### src/rtl/fabric_frame_loader.sv
`default_nettype none
// ============================================================================
// Module      : fabric_frame_loader
// Description : Bitstream-to-frame loader. Hunts for a sync word, decodes a
//               column-window header, assembles NumRows 32-bit words per frame
//               onto FrameData_o and pulses one FrameStrobe_o bit per frame.
//               Optional macro FABRIC_CONFIG_CRC_EN adds a CRC-16/CCITT check
//               of header and data against a trailer word.
// Revision    : 1.0 - initial release
// ============================================================================
module fabric_frame_loader #(
    parameter int          FrameBitsPerRow = 32,
    parameter int          MaxFramesPerCol = 20,
    parameter int          NumColumns      = 11,
    parameter int          NumRows         = 16,
    parameter logic [31:0] SyncWord        = 32'hFAB0_FAB1
) (
    input  logic                                   clk_i,
    input  logic                                   rst_ni,
    input  logic [31:0]                            bitstream_data_i,
    input  logic                                   bitstream_valid_i,
    output logic                                   bitstream_ready_o,
    output logic                                   busy_o,
    output logic                                   configured_o,
    output logic                                   error_o,
    output logic [FrameBitsPerRow*NumRows-1:0]     FrameData_o,
    output logic [MaxFramesPerCol*NumColumns-1:0]  FrameStrobe_o
);

    localparam int FRAME_W  = (MaxFramesPerCol > 1) ? $clog2(MaxFramesPerCol) : 1;
    localparam int ROW_W    = (NumRows > 1) ? $clog2(NumRows) : 1;
    localparam int STROBE_W = MaxFramesPerCol * NumColumns;
    localparam int IDX_W    = (STROBE_W > 1) ? $clog2(STROBE_W) : 1;
    localparam int DATA_W   = FrameBitsPerRow * NumRows;

    localparam logic [FRAME_W-1:0] LAST_FRAME = FRAME_W'(MaxFramesPerCol - 1);
    localparam logic [ROW_W-1:0]   LAST_ROW   = ROW_W'(NumRows - 1);

    typedef enum logic [2:0] {
        ST_IDLE   = 3'd0,
        ST_HEADER = 3'd1,
        ST_DATA   = 3'd2,
        ST_STROBE = 3'd3,
`ifdef FABRIC_CONFIG_CRC_EN
        ST_CHECK  = 3'd4,
`endif
        ST_DONE   = 3'd5,
        ST_ERROR  = 3'd6
    } state_t;

    state_t              state;
    state_t              state_next;
    logic [7:0]          column;
    logic [8:0]          last_col;
    logic [FRAME_W-1:0]  frame;
    logic [ROW_W-1:0]    row;
    logic [DATA_W-1:0]   frame_data;
    logic [STROBE_W-1:0] strobe;
    logic [IDX_W-1:0]    strobe_idx;
    logic                busy;
    logic                configured;
    logic                err;

    logic                ready;
    logic                accept;
    logic                is_sync;
    logic [7:0]          hdr_fc;
    logic [7:0]          hdr_cc;
    logic [8:0]          hdr_end;
    logic [8:0]          hdr_last;
    logic                hdr_bad;
    logic                last_strobe;

    // Ready is only withheld during the single strobe cycle.
    assign ready       = (state != ST_STROBE);
    assign accept      = bitstream_valid_i && ready;
    assign is_sync     = (bitstream_data_i == SyncWord);

    // Header fields; the window end is compared at 9 bits so fc+cc cannot wrap.
    assign hdr_fc      = bitstream_data_i[7:0];
    assign hdr_cc      = bitstream_data_i[15:8];
    assign hdr_end     = {1'b0, hdr_fc} + {1'b0, hdr_cc};
    assign hdr_last    = hdr_end - 9'd1;
    assign hdr_bad     = (hdr_cc == 8'd0) || (hdr_end > 9'(NumColumns));

    assign last_strobe = (frame == LAST_FRAME) && ({1'b0, column} == last_col);
    assign strobe_idx  = IDX_W'(column) * IDX_W'(MaxFramesPerCol) + IDX_W'(frame);

`ifdef FABRIC_CONFIG_CRC_EN
    logic [15:0] crc;

    function automatic logic [15:0] crc16_word(input logic [15:0] crc_in,
                                               input logic [31:0] word);
        logic [15:0] c;
        c = crc_in;
        for (int i = 31; i >= 0; i--) begin
            if (c[15] ^ word[i]) begin
                c = {c[14:0], 1'b0} ^ 16'h1021;
            end else begin
                c = {c[14:0], 1'b0};
            end
        end
        return c;
    endfunction
`endif

    // State register.
    always_ff @(posedge clk_i or negedge rst_ni) begin
        if (!rst_ni) begin
            state <= ST_IDLE;
        end else begin
            state <= state_next;
        end
    end

    // Next-state decode.
    always_comb begin
        state_next = state;
        case (state)
            ST_IDLE, ST_DONE, ST_ERROR: begin
                if (accept && is_sync) begin
                    state_next = ST_HEADER;
                end
            end
            ST_HEADER: begin
                if (accept) begin
                    state_next = hdr_bad ? ST_ERROR : ST_DATA;
                end
            end
            ST_DATA: begin
                if (accept && (row == LAST_ROW)) begin
                    state_next = ST_STROBE;
                end
            end
            ST_STROBE: begin
`ifdef FABRIC_CONFIG_CRC_EN
                state_next = last_strobe ? ST_CHECK : ST_DATA;
`else
                state_next = last_strobe ? ST_DONE : ST_DATA;
`endif
            end
`ifdef FABRIC_CONFIG_CRC_EN
            ST_CHECK: begin
                if (accept) begin
                    state_next = (bitstream_data_i[15:0] == crc) ? ST_DONE : ST_ERROR;
                end
            end
`endif
            default: state_next = ST_IDLE;
        endcase
    end

    // Position counters, frame assembly and status flags.
    always_ff @(posedge clk_i or negedge rst_ni) begin
        if (!rst_ni) begin
            column     <= '0;
            last_col   <= '0;
            frame      <= '0;
            row        <= '0;
            frame_data <= '0;
            busy       <= 1'b0;
            configured <= 1'b0;
            err        <= 1'b0;
        end else begin
            if (state == ST_HEADER && accept && !hdr_bad) begin
                column   <= hdr_fc;
                last_col <= hdr_last;
                frame    <= '0;
                row      <= '0;
            end
            if (state == ST_DATA && accept) begin
                frame_data[int'(row)*FrameBitsPerRow +: FrameBitsPerRow] <= bitstream_data_i;
                row <= row + 1'b1;
            end
            if (state == ST_STROBE) begin
                row <= '0;
                if (frame == LAST_FRAME) begin
                    frame  <= '0;
                    column <= column + 8'd1;
                end else begin
                    frame <= frame + 1'b1;
                end
            end
            // Status flags follow entry into HEADER, DONE and ERROR.
            if (state_next == ST_HEADER && state != ST_HEADER) begin
                busy       <= 1'b1;
                configured <= 1'b0;
                err        <= 1'b0;
            end
            if (state_next == ST_DONE && state != ST_DONE) begin
                busy       <= 1'b0;
                configured <= 1'b1;
            end
            if (state_next == ST_ERROR && state != ST_ERROR) begin
                busy       <= 1'b0;
                configured <= 1'b0;
                err        <= 1'b1;
            end
        end
    end

`ifdef FABRIC_CONFIG_CRC_EN
    // Running CRC over the header and every data word of the current load.
    always_ff @(posedge clk_i or negedge rst_ni) begin
        if (!rst_ni) begin
            crc <= 16'hFFFF;
        end else if (accept) begin
            if ((state == ST_IDLE || state == ST_DONE || state == ST_ERROR) && is_sync) begin
                crc <= 16'hFFFF;
            end else if (state == ST_HEADER || state == ST_DATA) begin
                crc <= crc16_word(crc, bitstream_data_i);
            end
        end
    end
`endif

    // One-hot strobe decoded from the current column/frame while in STROBE.
    always_comb begin
        strobe = '0;
        if (state == ST_STROBE) begin
            strobe = {{(STROBE_W-1){1'b0}}, 1'b1} << strobe_idx;
        end
    end

    assign bitstream_ready_o = ready;
    assign busy_o            = busy;
    assign configured_o      = configured;
    assign error_o           = err;
    assign FrameData_o       = frame_data;
    assign FrameStrobe_o     = strobe;

endmodule
`default_nettype wire

### config.mk
export PLATFORM = sky130hd
export DESIGN_NAME = fabric_frame_loader
export DESIGN_NICKNAME = d
export VERILOG_FILES = /design/src/rtl/fabric_frame_loader.sv
export SDC_FILE = /design/constraint.sdc
export NUM_CORES = 1
export LEC_CHECK = 0
export ABC_AREA = 1
export CAP_MARGIN = 20
export CORE_AREA = 10 10 295 297
export DETAILED_ROUTE_END_ITERATION = 10
export DIE_AREA = 0 0 305 307
export SETUP_SLACK_MARGIN = 0.05
export SLEW_MARGIN = 0
export SYNTH_ARGS = -nofsm -noshare
export SYNTH_HDL_FRONTEND = slang
export SYNTH_SLANG_ARGS = --single-unit
### constraint.sdc
create_clock -name clk_i -period 6.7 [get_ports clk_i]
set_clock_uncertainty 0.15 [all_clocks]
set_input_delay 2.01 -clock clk_i [delete_from_list [all_inputs] [get_ports clk_i]]
set_output_delay 2.01 -clock clk_i [all_outputs]
set_load 0.03 [all_outputs]
======== After elaboration in Yosys (flattened, before gate mapping) ========
Cells that the tools add are included.
word-level totals
  bits in writable memories ............... 0
  flip-flop bits (word level) ............. 544
  output and inout port bits .............. 736
  latch bits .............................. 0
  logic and storage cells ................. 80
  bits of input ports ..................... 35
  memories kept ........................... 0
  memory bits (read-only) ................. 0
operators by class
  add/sub/neg operators ................... 7
  divide/modulo/power cells ............... 0
  bitwise logic cells ..................... 0
  shift operators ......................... 3
  mux-type cells .......................... 24
  equality and inequality tests ........... 16
  multiply operators ...................... 1
  reductions and logical operators ........ 19
  $lt $le $gt $ge ......................... 1
operators by type and width
  operator                                                        number
  bitwise mux 512 bit                                             1
  variable shift 32 x 33 -> 512 bit (first input constant)        1
  indexed part select 32 x 33 -> 512 bit                          1
  two-way mux 220 bit                                             1
  << shifter 1 x 8 -> 220 bit (first input constant)              1
  negation 9 -> 33 bit                                            1
  == test 32 bit (second input constant)                          1
  two-way mux 8 bit                                               3
  two-way mux 3 bit                                               5
  two-way mux 5 bit                                               3
  == test 3 bit (second input constant)                           4
  two-way mux 4 bit                                               3
  one-hot mux 3 bit (4 select lines)                              1
  logical AND 1 bit                                               10
  adder 8 x 8 -> 9 bit                                            1
  == test 8 x 9 -> 1 bit                                          1
  greater-than comparator 9 x 4 -> 1 bit (second input constant)  1
  subtractor 9 x 1 -> 9 bit (second input constant)               1
  adder 8 x 1 -> 8 bit (second input constant)                    1
  adder 8 x 5 -> 8 bit                                            1
  logical NOT 8 bit                                               1
  multiplier 8 x 3 -> 6 bit (second input constant)               1
  two-way mux 1 bit                                               7
  == test 3 x 1 -> 1 bit (second input constant)                  2
  other kinds (14)                                                18

======== Logic depth before layout (Yosys ltp) ========
Gate-level depths: netlist of run 1.
  depth in word-level cells ............... 11
  mapped depth ............................ 16
  depth with buffers taken out ............ 16

======== Least setup slack after synthesis of run 1 ========
Ideal clock, no wire load.
  path kind ............................... flip-flop to output port
  from .................................... register column[1]
  to ...................................... output FrameStrobe_o[127]
  required time ........................... 4540 ps
  path slack .............................. 1378 ps
  stages on the path, launching flop included .. 11
  buffers on the path ..................... 1
  arrival time ............................ 3162 ps
  cells stage by stage .................... dfrtp_1 > ha_1 > ha_1 > inv_1 > fa_1 > xor2_1 > xnor2_1 > xor2_1 > nand2_1 > clkbuf_1 > nor4_1
on the way
  cells in the longest elaborated chain, start to end .. 4
RTL lines
  item                         line  RTL
  start, declared              53    logic [7:0] column;
  start signal, assigned       166   column <= hdr_fc;
  start signal, assigned       179   column <= column + 8'd1;
  multiplier 8 x 3 -> 6 bit    87    assign strobe_idx = IDX_W'(column) * IDX_W'(MaxFramesPerCol) + IDX_W'(frame);
  adder 8 x 5 -> 8 bit         87
  << shifter 1 x 8 -> 220 bit  221   strobe = {{(STROBE_W-1){1'b0}}, 1'b1} << strobe_idx;
  two-way mux 220 bit          220   if (state == ST_STROBE) begin
  end, declared                27    output logic [MaxFramesPerCol*NumColumns-1:0] FrameStrobe_o
No other way between the ends.

======== Worst setup path in the final report of run 1 ========
  from .................................... register column[0]
  to ...................................... output FrameStrobe_o[206]
Same word-level chain as after synthesis.

==> flow_summary.yaml, run 1 <==
power_and_ir_drop:
  irDropWorstVdd_uv: 434
  power_leakage_nw: 16.4
  power_mw: 16.1
  power_density_nw_per_um2: 447
final_layout:
  areaGrowthSynthToFinish_pct: 44.3
  num-nets-final: 3535
  final_area_um2: 36100
  layout-drive-gt1-share_pct: 7.84
placed_design:
  gp_congestion: 0.871
  place_ws_ps: 453
  port_buffers: 770
  place_area_um2: 33700
  dp_hpwl_um: 87600
clock_tree:
  root_buffer: "clkbuf_16"
  hold_buffers: 0
  numCtsBuffers: 59
  clk_pin_slew_worst_paths_ps: 60
  cts.path.max_buffers: 3
  insertion_delay_ps: 640
  cts_tree: "yes"
  cts_htree_levels: 2
  cts_sinks: 544
global_route:
  grtUsageTotal_pct: 24.3
  overflow: 0
  grt_first_pass_wirelength_um: 171000
  antenna_found_initial: 5
  grt_pass1_vias: 23200
  grt_max_degree: 115
logic_synthesis:
  synth-async-reset-ratio_pct: 100
  synth_common_cells: "dfrtp_1, nand2_1, nor2_1, inv_1, a21oi_1"
  synth_seq_cells: 544
  synthFlopType: "dfrtp_1"
  ys_seq_area_share_pct: 54.5
  yosysTopAreaCell: "dfrtp_1"
  ys.warnings.count: 0
  synth_cell_types: 44
  syn_area_um2: 25000
  synthCells: 2802
  syn-num-nets: 2867
  synth_top_area_share_pct: 54.5
  synth_edf_count: 0
  post_synth.cell_area_avg_um2: 8.92
  synth_most_common_cell: "dfrtp_1"
  synthTopCellsByArea: "dfrtp_1, nand2_1, nor2_1"
route:
  wl_per_cell_um: 25.9
  viasPerCell: 5.10
  ant_nets: 0
  drt_iter0_markers: 1890
  drc: 0
  wl_um: 119000
  num_vias: 23400
  drtPass1Iterations: 9
job:
  cap_violations: 0
floorplan:
  io_pins: 771
  core-area_um2: 81300
  initial_core_util_pct: 30.7
  dieHeight_um: 307
  die_area_um2: 93600
  die_x_um: 305
  rows: 105
critical_path:
  path_cells: "ha_1 > fa_1 > nand3_1 > nor2_1 > nand2_1 > nor3_1 > clkdlybuf4s50_1"
  crit_path_end: "FrameStrobe_o[206]"
  cp.arrival_ps: 4430
  crit_start: "column[0]"
  criticalPathCategory: "flop to output pin"
  cp.depth: 7
  cp.required_ps: 4540
  slowest_delay_ps: 820
  r2r_slack_ps: 2120
  slowest_stage: "clkdlybuf4s50_1"
  critPathCaptureType: "output pin"
  start_kind: "flop"
  reg2regPathDepth: 10
  critPathMaxFanout: 9
  rr_startpoint: "row[0]"
  critPathTopFamily: "simple AND/OR/NAND/NOR gates"
  r2r-end: "FrameData_o[176]"
  path_buf_inv: 1
timing:
  rsz0062_at_grt: "yes"
  setup_viol: 0
  relSlewSlack_pct: 26.2
  worst_pin_slew_ps: 1110
  max_clock_freq_mhz: 152
  finalMaxSlewViolations: 0
  min_period_ps: 6590
  period_share_pct: 98.3
  hold_viol_final: 0
  fin_tns_setup_ps: 0
  worst_slack_ps: 113
outcome:
  outcome: "complete, no violations"
min_path:
  min_path_type: "flop to flop"
==> report_power, final <==
| part | switching, mW | internal [mW] | total [mW] |
|---|---|---|---|
| Clock | 1.43 | 2.20 | 3.63 |
| Combinational | 5.75 | 2.24 | 7.99 |
| Sequential | 0.479 | 4.02 | 4.50 |
==> per-stage QoR <==
stage | hold slack, ps | cells | util [%]
5_1_grt | 346 | 4594 | 44.3
3_5_place_dp | 312 | 4478 | 41.4
6_report | 327 | 4595 | 44.3
2_1_floorplan | 317 | 2802 | -
4_1_cts | 330 | 4590 | 44.1
3_3_place_gp | 309 | 4478 | 41.4
==> timing repair <==
item / CTS / global route
setup buffers: 0 / 0
endpoints found under the setup margin: 2 / 133
resized for setup: 2 / 61
hold endpoints to repair: 0 / 0
==> logic make-up after synthesis <==
| kind of cell | Yosys count | synth area share [%] |
|---|---|---|
| adder cells (fa/ha/maj) | 30 | 1.59 |
| flip-flops | 544 | 54.5 |
| buffers and inverters | 454 | 7.25 |
| XOR/XNOR | 15 | 0.526 |
| AND/OR/NAND/NOR | 1054 | 17.9 |
| multiplexers | 95 | 4.17 |
| AO/OA/AOI/OAI | 610 | 14.1 |
==> layer usage <==
| metal | share of wire [%] | track usage (%) | vias to the layer above |
|---|---|---|---|
| met2 | 48 | 40.8 | 1015 |
| li1 | - | - | 10800 |
| met3 | 10 | 9.22 | 201 |
| met1 | 37 | 27.3 | 11500 |
| met5 | 0.011 | 0 | - |
| met4 | 4.8 | 10.7 | 2 |
==> cell usage in the layout (no fill, tap or decap), drive strengths merged, types with 95 or more instances in the layout <==
cell type,Yosys,final
clkdlybuf4s50,0,712
dfrtp,544,544
nand2,467,467
nor2,322,322
inv,239,239
o21ai,208,208
a21oi,187,187
a31oi,130,130
nand3,117,117
nor3,95,95
==> worst reg2reg max path: stages, from the launching register on <==
cell and delay (ps):
dfrtp_1 620, inv_1 140, ha_1 230, or2_1 260, nand2_4 200, clkinv_2 690
nor4_4 660, nand2_2 730, buf_4 540, nand2_1 80, o21ai_0 70
==> flip-flops by register name (all words and copies together), names as in the netlist <==
name,cells
frame,5
state,3
last_col,9
row,4
error_o,1
column,8
busy_o,1
FrameData_o,512
configured_o,1
==> how the worst min path moves through the flow <==
stage                     start                to  cells after the start
2_1_floorplan       last_col[8]       last_col[8]                      2
3_3_place_gp    FrameData_o[29]   FrameData_o[29]                      2
6_report       FrameData_o[510]  FrameData_o[510]                      2
5_1_grt        FrameData_o[488]  FrameData_o[488]                      2
4_1_cts        FrameData_o[508]  FrameData_o[508]                      2
3_5_place_dp    FrameData_o[29]   FrameData_o[29]                      2
==> layout make-up <==
class	count	area, um^2
Inverter	240	907
Sequential cell	544	13600
Clock buffer	85	1750
Multi-Input combinational cell	1804	9640
Antenna cell	4	10.0
Timing Repair Buffer	821	8370
Clock inverter	27	433
Fill cell	8027	45300
Tap cell	1070	1340
Power figures use the tool's default switching activity.
==> run 2: changes to the inputs <==
CORE_AREA = 10 10 291 293   (was 10 10 295 297)
DIE_AREA = 0 0 301 303   (was 0 0 305 307)
SKIP_LAST_GASP = 1   (was unset)
==> run 2 against run 1 <==
Against the previous run:
- clock-buffer cell count is 3 higher
- non-clock buffer count decreased by 1
- fmax up 1.1%
- power is 0.87% lower
- hold slack worse by 1.4 ps
- design area decreased by 0.72%
- flip-flop and latch count did not move
- sequential share of layout area up 0.27 points
- core utilization is 1.2 points higher
==> flow_summary.yaml, run 2 (synthesis gave the netlist of run 1 again) <==
outcome:
  outcome: "complete, no violations"
timing:
  hold_viol_final: 0
  setup_viol: 0
  period_share_pct: 97.3
  min_period_ps: 6520
  finalMaxSlewViolations: 0
  relSlewSlack_pct: 37.2
  fin_tns_setup_ps: 0
  worst_pin_slew_ps: 940
  worst_slack_ps: 182
  max_clock_freq_mhz: 153
  rsz0062_at_grt: "yes"
global_route:
  grt_max_degree: 129
  overflow: 0
  antenna_found_initial: 6
  grt_pass1_vias: 22700
  grtUsageTotal_pct: 24.0
  grt_first_pass_wirelength_um: 164000
placed_design:
  dp_hpwl_um: 84000
  port_buffers: 770
  place_ws_ps: 577
  gp_congestion: 0.913
floorplan:
  rows: 103
  die_x_um: 301
  initial_core_util_pct: 31.8
  die_area_um2: 91200
  dieHeight_um: 303
  core-area_um2: 78600
  io_pins: 771
route:
  num_vias: 23400
  drc: 0
  wl_per_cell_um: 25.2
  viasPerCell: 5.12
  ant_nets: 0
  drtPass1Iterations: 5
  drt_iter0_markers: 1825
  wl_um: 115000
critical_path:
  crit_start: "column[1]"
  cp.required_ps: 4540
  cp.arrival_ps: 4360
  start_kind: "flop"
  criticalPathCategory: "flop to output pin"
  critPathCaptureType: "output pin"
  rr_startpoint: "row[0]"
  critPathMaxFanout: 64
clock_tree:
  hold_buffers: 0
  cts_setup_buffers: 0
  insertion_delay_ps: 650
  cts_tree: "yes"
  root_buffer: "clkbuf_16"
  numCtsBuffers: 59
  cts.path.max_buffers: 3
  cts_htree_levels: 2
  clk_pin_slew_worst_paths_ps: 60
  cts_sinks: 544
power_and_ir_drop:
  power_density_nw_per_um2: 446
  irDropWorstVdd_uv: 449
  power_leakage_nw: 15.5
min_path:
  hold_path_startpoint: "FrameData_o[499]"
  min_path_type: "flop to flop"
job:
  cap_violations: 0
final_layout:
  num-nets-final: 3535
  areaGrowthSynthToFinish_pct: 43.2
  largest_register_ffs: 512
  final_cell_mix: "clkdlybuf4s50_1, dfrtp_1, nand2_1, nor2_1, inv_1"
  final_common_cell: "clkdlybuf4s50_1"
  post-route-util_pct: 45.5
  layout-drive-gt1-share_pct: 7.70
==> run 2: cell types whose count changed in the layout (fill, tap and decap cells not counted), moves of 3 or more <==
| cell | delta |
|---|---|
| buf_12 | -3 |
| buf_4 | +4 |
| buf_6 | -3 |
| bufinv_16 | -3 |
| clkbuf_8 | +3 |
| clkdlybuf4s50_1 | +47 |
| dlymetal6s2s_1 | -45 |
==> run 2: area by class of cell <==
cell class | instances | area (um^2)
flip-flops and latches | 544 | 13600
clock buffers | 88 | 1770
fillers | 7572 | 42800
inverters | 240 | 907
clock inverters | 23 | 347
repair buffers | 820 | 8200
well taps | 1050 | 1310
multi-input cells | 1805 | 9650
diodes | 3 | 7.51
==> run 2: where the power goes <==
group / switching (mW) / leakage, nW / internal, mW
Clock: 1.42 / 1.04 / 2.10
Sequential: 0.484 / 7.42 / 4.02
Combinational: 5.74 / 7.03 / 2.22
Total: 7.65 / 15.5 / 8.33
==> run 2: final timing paths <==
kind                                     to  slack, ps  cells past startpoint
max                        FrameStrobe_o[7]        180                      9
min                        FrameData_o[499]        330                      2
max reg2reg                FrameData_o[490]       2350                      8
min reg2reg                FrameData_o[499]        330                      2
max in group asynchronous  FrameData_o[422]       3750                      2
min in group asynchronous  FrameData_o[403]       1310                      1
==> run 2: what timing repair did <==
action | in CTS | in global routing
resized for setup | 1 | 12
endpoints found under the setup margin | 64 | 76
cloned | 0 | 1
==> run 2: metrics by stage <==
step | cell area [um^2] | power [mW] | hold slack, ps | std cells
after detailed placement | 33600 | 12.4 | 312 | 4456
after floorplan | 25000 | 9.12 | 317 | 2802
after global routing | 35800 | 16.8 | 348 | 4570
after CTS | 35700 | 16.0 | 328 | 4567
after global placement | 33600 | 12.4 | 308 | 4456
final | 35800 | 16.0 | 326 | 4573
==> run 2: layer usage <==
metal  part of all wire, %  up-vias  global-route usage (%)
met1                    37    11400                    27.3
li1                      -    10800                       -
met4                   3.3        6                    7.57
met3                    11      167                    9.51
met2                    49     1013                    41.0
met5                 0.039        -                       0
==> run 2: worst max-delay path, stage by stage (launching register included) <==
cell and delay, ps:
dfrtp_1 480, ha_1 330, ha_1 190, inv_1 70
fa_1 460, xnor2_2 190, buf_4 560, nand3_1 510
nor2_1 230, clkdlybuf4s50_1 710
